--- config.mk ---
export PLATFORM = sky130hd
export DESIGN_NAME = mul_div_unit
export DESIGN_NICKNAME = d
export VERILOG_FILES = /design/src/rtl/mdu_pkg.sv /design/src/rtl/mul_div_unit.sv
export SDC_FILE = /design/constraint.sdc
export NUM_CORES = 1
export LEC_CHECK = 0
export CORE_ASPECT_RATIO = 1.25
export CORE_UTILIZATION = 25
export CTS_CLUSTER_SIZE = 30
export DETAILED_ROUTE_END_ITERATION = 10
export PLACE_DENSITY_LB_ADDON = 0.15
export REMOVE_ABC_BUFFERS = 1
export SYNTH_ARGS = -nofsm -noshare
export SYNTH_HDL_FRONTEND = slang
export SYNTH_SLANG_ARGS = --single-unit
--- constraint.sdc ---
create_clock -name clk -period 3.65 [get_ports clk]
set_input_delay 0.5475 -clock clk [delete_from_list [all_inputs] [get_ports clk]]
set_output_delay 0.5475 -clock clk [all_outputs]
set_load 0.02 [all_outputs]
--- src/rtl/mdu_pkg.sv ---
// Shared encodings for the iterative multiply/divide unit: op codes, FSM states,
// and the MIPS SPECIAL funct values that the ALU control decoder maps onto them.
package mdu_pkg;

    localparam logic [1:0] OP_MULT  = 2'b00;
    localparam logic [1:0] OP_MULTU = 2'b01;
    localparam logic [1:0] OP_DIV   = 2'b10;
    localparam logic [1:0] OP_DIVU  = 2'b11;

    typedef enum logic [1:0] {
        IDLE = 2'd0,
        CALC = 2'd1,
        FIX  = 2'd2,
        ZERO = 2'd3
    } mdu_state_e;

    localparam logic [5:0] FUNCT_MFHI  = 6'h10;
    localparam logic [5:0] FUNCT_MTHI  = 6'h11;
    localparam logic [5:0] FUNCT_MFLO  = 6'h12;
    localparam logic [5:0] FUNCT_MTLO  = 6'h13;
    localparam logic [5:0] FUNCT_MULT  = 6'h18;
    localparam logic [5:0] FUNCT_MULTU = 6'h19;
    localparam logic [5:0] FUNCT_DIV   = 6'h1A;
    localparam logic [5:0] FUNCT_DIVU  = 6'h1B;

endpackage

--- src/rtl/mul_div_unit.sv ---
// Iterative MULT/MULTU/DIV/DIVU unit with its own HI/LO registers.
// One bit per cycle over a shared 2*WIDTH accumulator; signs are fixed up in FIX.
module mul_div_unit
    import mdu_pkg::*;
#(
    parameter int WIDTH = 32
) (
    input  logic             clk,
    input  logic             rst_n,
    input  logic             start,
    input  logic [1:0]       op,
    input  logic [WIDTH-1:0] opA,
    input  logic [WIDTH-1:0] opB,
    input  logic             hi_we,
    input  logic             lo_we,
    input  logic [WIDTH-1:0] wdata,
    output logic             busy,
    output logic             done,
    output logic             div_by_zero,
    output logic [WIDTH-1:0] hi,
    output logic [WIDTH-1:0] lo
);

    localparam int CNT_W = $clog2(WIDTH + 1);

    mdu_state_e         state_q, state_d;
    logic [2*WIDTH-1:0] acc_q, acc_d;
    logic [WIDTH-1:0]   opnd_q, opnd_d;
    logic [CNT_W-1:0]   cnt_q, cnt_d;
    logic               is_div_q, is_div_d;
    logic               neg_res_q, neg_res_d;
    logic               neg_rem_q, neg_rem_d;
    logic               busy_q, busy_d;
    logic               done_q, done_d;
    logic               dbz_q, dbz_d;
    logic [WIDTH-1:0]   hi_q, hi_d;
    logic [WIDTH-1:0]   lo_q, lo_d;

    logic               sign_a, sign_b;
    logic [WIDTH-1:0]   mag_a, mag_b;
    logic [WIDTH:0]     mul_sum;
    logic [WIDTH:0]     div_part;
    logic [WIDTH:0]     div_diff;
    logic [2*WIDTH-1:0] prod_fixed;

    // NOTE: every signal driven here gets a default first, so no path can infer a latch.
    always_comb begin
        state_d    = state_q;
        acc_d      = acc_q;
        opnd_d     = opnd_q;
        cnt_d      = cnt_q;
        is_div_d   = is_div_q;
        neg_res_d  = neg_res_q;
        neg_rem_d  = neg_rem_q;
        busy_d     = busy_q;
        done_d     = 1'b0;
        dbz_d      = dbz_q;
        hi_d       = hi_q;
        lo_d       = lo_q;

        sign_a     = ~op[0] & opA[WIDTH-1];
        sign_b     = ~op[0] & opB[WIDTH-1];
        mag_a      = sign_a ? -opA : opA;
        mag_b      = sign_b ? -opB : opB;
        mul_sum    = {1'b0, acc_q[2*WIDTH-1:WIDTH]} + (acc_q[0] ? {1'b0, opnd_q} : '0);
        div_part   = acc_q[2*WIDTH-1:WIDTH-1];
        div_diff   = div_part - {1'b0, opnd_q};
        prod_fixed = neg_res_q ? -acc_q : acc_q;

        case (state_q)
            IDLE: begin
                if (start) begin
                    busy_d    = 1'b1;
                    cnt_d     = CNT_W'(WIDTH);
                    is_div_d  = op[1];
                    neg_res_d = sign_a ^ sign_b;
                    neg_rem_d = sign_a;
                    if (op[1] && (opB == '0)) begin
                        // Raw dividend parked in the accumulator; it becomes HI.
                        state_d = ZERO;
                        acc_d   = {{WIDTH{1'b0}}, opA};
                    end else if (op[1]) begin
                        state_d = CALC;
                        acc_d   = {{WIDTH{1'b0}}, mag_a};
                        opnd_d  = mag_b;
                    end else begin
                        state_d = CALC;
                        acc_d   = {{WIDTH{1'b0}}, mag_b};
                        opnd_d  = mag_a;
                    end
                end else begin
                    if (hi_we) hi_d = wdata;
                    if (lo_we) lo_d = wdata;
                end
            end
            CALC: begin
                if (is_div_q) begin
                    // Restoring step: keep the trial subtraction only if it did not borrow.
                    if (!div_diff[WIDTH])
                        acc_d = {div_diff[WIDTH-1:0], acc_q[WIDTH-2:0], 1'b1};
                    else
                        acc_d = {div_part[WIDTH-1:0], acc_q[WIDTH-2:0], 1'b0};
                end else begin
                    acc_d = {mul_sum, acc_q[WIDTH-1:1]};
                end
                cnt_d = cnt_q - CNT_W'(1);
                if (cnt_q == CNT_W'(1)) state_d = FIX;
            end
            FIX: begin
                if (is_div_q) begin
                    lo_d  = neg_res_q ? -acc_q[WIDTH-1:0] : acc_q[WIDTH-1:0];
                    hi_d  = neg_rem_q ? -acc_q[2*WIDTH-1:WIDTH] : acc_q[2*WIDTH-1:WIDTH];
                    dbz_d = 1'b0;
                end else begin
                    lo_d  = prod_fixed[WIDTH-1:0];
                    hi_d  = prod_fixed[2*WIDTH-1:WIDTH];
                end
                done_d  = 1'b1;
                busy_d  = 1'b0;
                state_d = IDLE;
            end
            ZERO: begin
                hi_d    = acc_q[WIDTH-1:0];
                lo_d    = '1;
                dbz_d   = 1'b1;
                done_d  = 1'b1;
                busy_d  = 1'b0;
                state_d = IDLE;
            end
            default: state_d = IDLE;
        endcase
    end

    // NOTE: state updates use non-blocking assignments so every flop samples pre-edge values.
    always_ff @(posedge clk or negedge rst_n) begin
        if (!rst_n) begin
            state_q   <= IDLE;
            acc_q     <= '0;
            opnd_q    <= '0;
            cnt_q     <= '0;
            is_div_q  <= 1'b0;
            neg_res_q <= 1'b0;
            neg_rem_q <= 1'b0;
            busy_q    <= 1'b0;
            done_q    <= 1'b0;
            dbz_q     <= 1'b0;
            hi_q      <= '0;
            lo_q      <= '0;
        end else begin
            state_q   <= state_d;
            acc_q     <= acc_d;
            opnd_q    <= opnd_d;
            cnt_q     <= cnt_d;
            is_div_q  <= is_div_d;
            neg_res_q <= neg_res_d;
            neg_rem_q <= neg_rem_d;
            busy_q    <= busy_d;
            done_q    <= done_d;
            dbz_q     <= dbz_d;
            hi_q      <= hi_d;
            lo_q      <= lo_d;
        end
    end

    assign busy        = busy_q;
    assign done        = done_q;
    assign div_by_zero = dbz_q;
    assign hi          = hi_q;
    assign lo          = lo_q;

endmodule

==> out/results.tsv, run 1 <==
metric	value	unit
timing.hold.ws	0.04189	ns
netlist_top_cells_area	dfrtp_1 28%, o21ai_0 7.3%, xnor2_1 6.4%, ha_1 5.7%, nand2_1 5.5%	
fill_cells	6547	
final_util	32.76	%
synthMuxAreaShare	4.899	%
die_h	279.3	µm
fin_skew	0.01899	ns
synth-edff-count	0	
ys.flop_type	dfrtp_1	
grt_pass1_wl	101400	µm
worst_slew_pin_slew	1.229	ns
finalSetupViolations	0	
synth_warnings	0	
wl_per_cell	21.61	µm
grt_remaining_overflow	0	
clkLatencyLatePin	0.52	ns
port_buffers	169	
crit_path_top_delay_cell	or4_1	
grt_start_max_net_pins	86	
wirelength	67060	µm
synth.ff_latch_count	174	
htree_levels	4	
die_x	223.8	µm
grt_pass1_vias	15993	
die_area	62500	µm²
cts.sinks	174	
cp.required	4.03	ns
antenna_left	0	
hpwl	52790	µm
r2r-end	hi[11]	
period_needed	3.492	ns
antenna_found_initial	1	
async_flop_share	100.0	%
mostFrequentLayoutCell	o21ai_0	
synth_cell_types	68	
register_area	4359	µm²
clock.fmax	286.4	MHz
reg2reg_slack	0.16	ns
pin_count	170	
drtPass1Iterations	6	
clk_pin_slew_worst_paths	0.09	ns
worstPathArrival	3.87	ns
cp_slowest_stage_delay	0.57	ns
slew_headroom	17.98	%
crit_type	reg -> reg	
syn_inst	2013	
start_util	25.30	%
track_usage	21.67	%
cts_buffers	17	
cts_tree	built	
maxCapViolCount	0	
mostFrequentLayoutCells	225 x o21ai_0, 224 x nand2_1, 199 x buf_4, 191 x nor2_1, 172 x dfrtp_1	
core	60780	µm²
layout.nets	2440	
gp_congestion	0.9312	
syn_area_per_cell	7.638	µm²
min_path_type	in -> async	
synth_top_cell_area_share	28.32	%
crit_fanout	7	
synth_compound_area_share	26.51	%
num_vias	16014	
p_leak	8.409	nW
multi_input_area	10320	µm²
synthSimpleGateAreaFrac	18.55	%
routed_via_density	5.161	
drtIter0Drc	1072	
outcome	completed	
slew_viol_final	0	
synth_xor_area_share	10.25	%
cp_cell_sequence	or4_1 -> or2_0 -> or4_4 -> nor3_4 -> buf_4 -> nand2b_2 -> nand2_1 -> o31ai_1 -> xor2_1 -> a21oi_1	
drc	0	
drive_gt1_share	12.38	%
synth_top_family_by_area	compound AO/OA/AOI/OAI gates	
ctsHoldBuffers	0	
synth_top_area_cell	dfrtp_1	
powerDensity	1001	nW/µm²
ff2ff_path_depth	10	
ir_drop	0.3527	mV
ys_seq_area_share	28.32	%
synthAdderAreaFrac	5.957	%
setup.worst_path.start_class	flip-flop	
r2r-start	acc_q[28]	
clockBufferDepth	2	
rows	101	
syn_area	15380	µm²
hold_viol	0	
cts-root-buf	clkbuf_16	
cp-end-kind	flip-flop	
area_delta_synth_final	29.49	%
fin_crit_sh	95.68	%
## kinds of logic after synthesis
group	count (synthesis)
AO/OA/AOI/OAI	668
AND/OR/NAND/NOR	625
buffers and inverters	219
XOR/XNOR	180
flip-flops	174
multiplexers	75
adder cells (fa/ha/maj)	72
## cell type report
type                            instances  share of cell area (%)
Inverter                               77                   1.452
Timing Repair Buffer                  375                   16.73
Clock inverter                         14                  0.7541
Multi-Input combinational cell       1620                   51.83
Clock buffer                           18                   2.155
Tap cell                              824                   5.178
Sequential cell                       174                   21.89
Antenna cell                            1                 0.01257
## where the power goes
part	leakage (nW)	total [mW]	switching, mW	internal (mW)
clock	0.285	1.96	0.995	0.966
sequential	2.09	3.81	0.917	2.89
combinational	6.03	14.2	8.00	6.16
total	8.41	19.9	9.91	10.0
## routing by layer
metal	GRT usage (%)	part of all wire [%]	vias to the layer above	routed length [µm]
met2	37.55	50	436	33260
met1	26.81	43	7793	28810
li1	-	-	7703	-
met4	7.534	3.1	0	2094
met5	0	0	-	0
met3	3.820	4.3	82	2896
## flip-flops by register name (all words and copies together), names as in the netlist
signal,cells
acc_q,64
hi,32
lo,32
opnd_q,32
cnt_q,6
state_q,2
busy,1
div_by_zero,1
done,1
is_div_q,1
neg_rem_q,1
neg_res_q,1
## worst max-delay path, delay by kind of cell, from the launching register on
| family | cells | cell delay [ns] |
|---|---|---|
| DFF | 1 | 0.41 |
| xor gates and xnor gates | 1 | 0.37 |
| AOI/OAI and AO/OA | 2 | 0.40 |
| and+or+nand+nor | 6 | 2.00 |
| buffers and inverters | 1 | 0.17 |
## cell usage after synthesis, drive strengths merged (6+ instances only)
cell type    n
o21ai      228
nand2      224
nor2       194
dfrtp      174
a21oi      152
clkbuf     121
xnor2      112
inv         77
mux2i       73
ha          70
xor2        68
o22ai       46
nor3        43
a211oi      35
a21o        30
o31ai       29
nand3       28
o221ai      27
a31oi       24
or3         23
buf         21
nand2b      20
o211ai      20
a22oi       19
nor2b       18
nor4        15
and2        13
o21a        13
or4         10
and3         9
nand4        9
o41ai        9
or2          8
o21bai       6
## stage by stage
step	setup slack, ns	setup TNS [ns]	instances	cell area, µm²	total power, mW
2_1_floorplan	-2.427	-178.04	1871	14820	11.84
3_3_place_gp	-0.1124	-0.8452	3065	19180	17.61
3_5_place_dp	-0.1563	-1.141	3065	19180	17.64
4_1_cts	0.03692	0	3097	19770	19.72
5_1_grt	-0.001503	-0.002421	3103	19910	21.50
6_report	0.1578	0	3103	19910	19.93
## timing repair
action | CTS | global route
pin swaps | 1 | 1
hold endpoints to repair | 0 | 0
setup buffers | 0 | 5
endpoints found under the setup margin | 2 | 26
gates resized for setup | 2 | 19
## worst max-delay path by stage
stage | from | to | slack [ns]
after floorplan | state_q[1] | lo[27] | -2.43
after global placement | opB[1] | opnd_q[10] | -0.11
after detailed placement | opB[1] | opnd_q[10] | -0.16
after CTS | acc_q[28] | hi[11] | 0.04
after global routing | acc_q[0] | acc_q[60] | -0.002
final | acc_q[28] | hi[11] | 0.16
No activity file was read; power rests on OpenSTA's default activity.
==> run 2, diff against run 1 <==
CORE_UTILIZATION = 44   (was 25)
CTS_BUF_LIST = sky130_fd_sc_hd__clkbuf_2 sky130_fd_sc_hd__clkbuf_4 sky130_fd_sc_hd__clkbuf_8   (was default)
SLEW_MARGIN = 30   (was default)
==> run 2 against run 1 <==
First-iteration DRC count up 25%. Clock skew up 0.0020 ns. Global-route usage up 9.9 points. Total power down 7.3%. Largest cell class unchanged. Cell count down 13%. Clock power down 28%. Sequential power about the same. Critical path type unchanged.
==> out/results.tsv, run 2 (synthesis results as in run 1) <==
metric	value	unit
outcome	completed	
crit_path_top_delay_cell	fa_1	
place_inst	2650	
cp.required	4.04	ns
routed_via_density	5.908	
grt_start_max_net_pins	104	
area_delta_synth_final	21.85	%
multi_input_area	10270	µm²
p_leak	7.982	nW
post-cts-setup-buffers	0	
die_area	35700	µm²
wl_per_cell	20.93	µm
die_x	169.2	µm
antenna_left	0	
worst-path-buf-inv	4	
gp_congestion	1.023	
layout.nets	2376	
cts.repair.resized	0	
drtPass1Iterations	5	
fin_skew	0.02103	ns
ir_drop	0.4528	mV
grt_pass1_wl	85970	µm
port_buffers	169	
top_register	acc_q	
pin_count	170	
clockBufferDepth	2	
final_util	54.43	%
maxCapViolCount	0	
clk_pin_slew_worst_paths	0.11	ns
crit_family	compound AO/OA/AOI/OAI gates	
slew_viol_final	0	
place_ws	0.0007532	ns
core	34420	µm²
drive_gt1_share	9.666	%
setup_ws	0.1094	ns
drtIter0Drc	1339	
register_area	4357	µm²
hpwl	43670	µm
place_area	18280	µm²
cts-root-buf	clkbuf_8	
worstPathArrival	3.93	ns
crit_fanout	14	
mostFrequentLayoutCells	224 x nand2_1, 224 x o21ai_0, 191 x nor2_1, 172 x dfrtp_1, 167 x clkdlybuf4s50_1	
fill_cells	3376	
cts_tree	built	
power_frac_seq	20.5	%
fin_setup_tns	0	ns
wirelength	56220	µm
num_vias	15870	
largest_reg_flops	64	
cts.sinks	174	
worst_slew_pin_slew	0.8649	ns
net-switching-power	9.388	mW
crit_type	reg -> reg	
setup.worst_path.start_class	flip-flop	
internal-power	9.089	mW
htree_levels	4	
powerDensity	986.2	nW/µm²
grt_pass1_vias	15196	
timing.hold.ws	0.05137	ns
antenna_found_initial	3	
switching_share	50.81	%
slew_headroom	42.34	%
cp-end-kind	flip-flop	
hold_viol	0	
die_h	211	µm
drc	0	
grt_remaining_overflow	0	
rsz0062_at_grt	false	
cp_slowest_stage_delay	0.44	ns
fin_crit_sh	97.00	%
p_total	18.48	mW
finalSetupViolations	0	
track_usage	31.54	%
cts_buffers	17	
cp_cell_sequence	inv_1 -> ha_1 -> fa_1 -> nor2b_2 -> o2111a_1 -> o41ai_1 -> buf_4 -> a21oi_2 -> o22ai_1 -> a21oi_1 -> buf_4 -> xor2_4 -> buf_12 -> mux2i_2 -> a21oi_1 -> a31o_2	
fin_area	18740	µm²
clkLatencyLatePin	0.51	ns
period_needed	3.541	ns
instances_no_fill	2686	
rows	76	
min_path_type	in -> async	
start_util	44.67	%
pwr-share-comb	71.8	%
ctsHoldBuffers	0	
clkPwrFrac	7.6	%
clock.fmax	282.4	MHz
run 2: area by class of cell:
cell class | count | area share (%)
repair buffers | 311 | 15.11
flip-flops and latches | 174 | 23.25
inverters | 77 | 1.543
clock inverters | 15 | 0.8682
multi-input cells | 1620 | 54.80
diodes | 4 | 0.05343
clock buffers | 17 | 1.249
well taps | 468 | 3.125
run 2: layer usage:
| metal | GRT usage (%) | vias up | part of all wire (%) |
|---|---|---|---|
| met4 | 15.84 | 0 | 4.8 |
| met5 | 0 | - | 0 |
| met3 | 2.979 | 123 | 4.6 |
| li1 | - | 7570 | - |
| met2 | 53.61 | 557 | 49 |
| met1 | 39.84 | 7620 | 42 |
run 2: path summary, 6_finish.rpt:
check                                from    endpoint  slack [ns]  cells after the start
min in group clk                    lo[7]       lo[7]        0.49                      2
worst min-delay path                rst_n   acc_q[36]        0.05                      1
worst max register to register  acc_q[31]   acc_q[38]        0.11                     16
max in group asynchronous           rst_n  opnd_q[19]        2.64                      2
worst min register to register      lo[7]       lo[7]        0.49                      2
worst max-delay path            acc_q[31]   acc_q[38]        0.11                     16
run 2: power groups by stage:
stage	clock [mW]	sequential (mW)	combinational [mW]
2_1_floorplan	0	4.28	7.56
3_3_place_gp	0	3.81	12.9
3_5_place_dp	0	3.83	13.0
4_1_cts	1.44	3.79	13.1
5_1_grt	1.50	3.91	14.4
6_report	1.41	3.80	13.3
run 2: worst reg2reg max path: cells and delay by family (launching register included):
kind | cells | cell delay (ns)
mux | 1 | 0.30
compound gates | 7 | 1.13
flops | 1 | 0.39
fa+ha+maj | 2 | 0.68
buf+inv | 4 | 0.58
simple gates | 1 | 0.17
xor+xnor | 1 | 0.19
==> run 3, diff against run 2 <==
CORE_ASPECT_RATIO = 1.2   (was 1.25)
==> run 3 against run 2 <==
Non-clock buffer count is 14 higher. Worst hold slack worse by 0.013 ns. Global-route usage is 0.36 points higher. Final area is 0.71% higher. Sequential power is 1% higher. Highest routed layer unchanged.
==> out/results.tsv, run 3 (synthesis results as in run 1) <==
metric	value	unit
place_ws	-0.07935	ns
ir_drop	0.5511	mV
worst_slew_pin_slew	0.8232	ns
die_h	206.8	µm
rows	74	
powerDensity	988.7	nW/µm²
area_delta_synth_final	22.71	%
grt_pass1_wl	87800	µm
die_area	35700	µm²
gp_congestion	0.9813	
cts.sinks	174	
fin_setup_tns	0	ns
grt_remaining_overflow	0	
drtIter0Drc	1260	
port_buffers	169	
pin_count	170	
top_register	acc_q	
period_needed	3.571	ns
antenna_found_initial	5	
start_util	44.88	%
num_vias	15976	
setup_ws	0.07905	ns
clock.fmax	280.0	MHz
routed_via_density	5.941	
min_path_type	in -> async	
setup.worst_path.start_class	flip-flop	
die_x	172.7	µm
place_inst	2645	
rsz0062_at_grt	true	
cts_buffers	17	
cp.required	4.07	ns
mostFrequentLayoutCells	224 x nand2_1, 224 x o21ai_0, 192 x nor2_1, 172 x dfrtp_1, 167 x clkdlybuf4s50_1	
fin_crit_sh	97.83	%
instances_no_fill	2689	
track_usage	31.90	%
drive_gt1_share	10.37	%
clockBufferDepth	2	
largest_reg_flops	64	
hold_viol	0	
cp-end-kind	flip-flop	
grt_pass1_vias	15438	
fin_skew	0.02126	ns
finalSetupViolations	0	
fin_area	18870	µm²
slew_viol_final	0	
hpwl	43880	µm
slew_headroom	45.12	%
crit_type	reg -> reg	
htree_levels	4	
outcome	completed	
place_area	18310	µm²
cts_tree	built	
drc	0	
core	34260	µm²
grt_start_max_net_pins	77	
layout.nets	2390	
crit_fanout	14	
clk_pin_slew_worst_paths	0.11	ns
worstPathArrival	3.99	ns
cts-root-buf	clkbuf_8	
clkLatencyLatePin	0.53	ns
p_leak	8.069	nW
ctsHoldBuffers	0	
maxCapViolCount	0	
antenna_left	0	
drtPass1Iterations	5	
wl_per_cell	21.35	µm
wirelength	57420	µm
[run 3: metrics by stage]
stage / total power, mW / util [%] / hold slack [ns]
final: 18.66 / 55.08 / 0.03842
after CTS: 18.34 / 54.62 / 0.06222
after floorplan: 11.84 / - / 0.2519
after global routing: 20.06 / 55.07 / 0.09354
after detailed placement: 16.85 / 53.46 / 0.4691
after global placement: 16.69 / 53.46 / 0.4637
[run 3: final timing paths]
kind | cells after the start | start | slack, ns | end
setup / recovery | 16 | acc_q[31] | 0.08 | acc_q[38]
hold / removal | 1 | rst_n | 0.04 | opnd_q[3]
min in group clk | 2 | lo[5] | 0.49 | lo[5]
max in group asynchronous | 2 | rst_n | 2.72 | acc_q[0]
setup reg to reg | 16 | acc_q[31] | 0.08 | acc_q[38]
hold reg to reg | 2 | lo[5] | 0.49 | lo[5]
[run 3: critical path, stage by stage (launching register included)]
cell,delay [ns]
dfrtp_1,0.41
inv_1,0.09
ha_1,0.25
fa_1,0.43
nor2b_2,0.20
o2111a_1,0.23
o41ai_2,0.09
a21oi_2,0.21
o22ai_1,0.13
buf_4,0.16
a21oi_1,0.12
buf_4,0.15
xor2_4,0.19
buf_12,0.18
mux2i_1,0.20
a21oi_1,0.12
a31o_2,0.27
[run 3: layout make-up]
type                            instances  area, µm²
Fill cell                            3331      15390
Multi-Input combinational cell       1620      10300
Sequential cell                       174       4357
Timing Repair Buffer                  325       2954
Tap cell                              456      570.5
Inverter                               77      289.0
Clock buffer                           17      234.0
Clock inverter                         14      147.6
Antenna cell                            6      15.01
[run 3: layer usage]
| metal | GRT usage [%] | vias to the layer above | wire length [µm] |
|---|---|---|---|
| li1 | - | 7602 | - |
| met1 | 39.57 | 7653 | 23890 |
| met2 | 54.15 | 584 | 27530 |
| met3 | 3.736 | 137 | 2966 |
| met4 | 18.14 | 0 | 3033 |
| met5 | 0 | - | 0 |
[run 3: timing repair]
item                       CTS  global route
resized for setup            3            15
pin swaps                    1             0
setup endpoints to repair    2            19
buffers inserted             0             6
[run 3: power by group]
part | internal (mW) | switching (mW)
clock network | 0.508 | 0.914
registers | 2.89 | 0.957
logic | 5.80 | 7.59
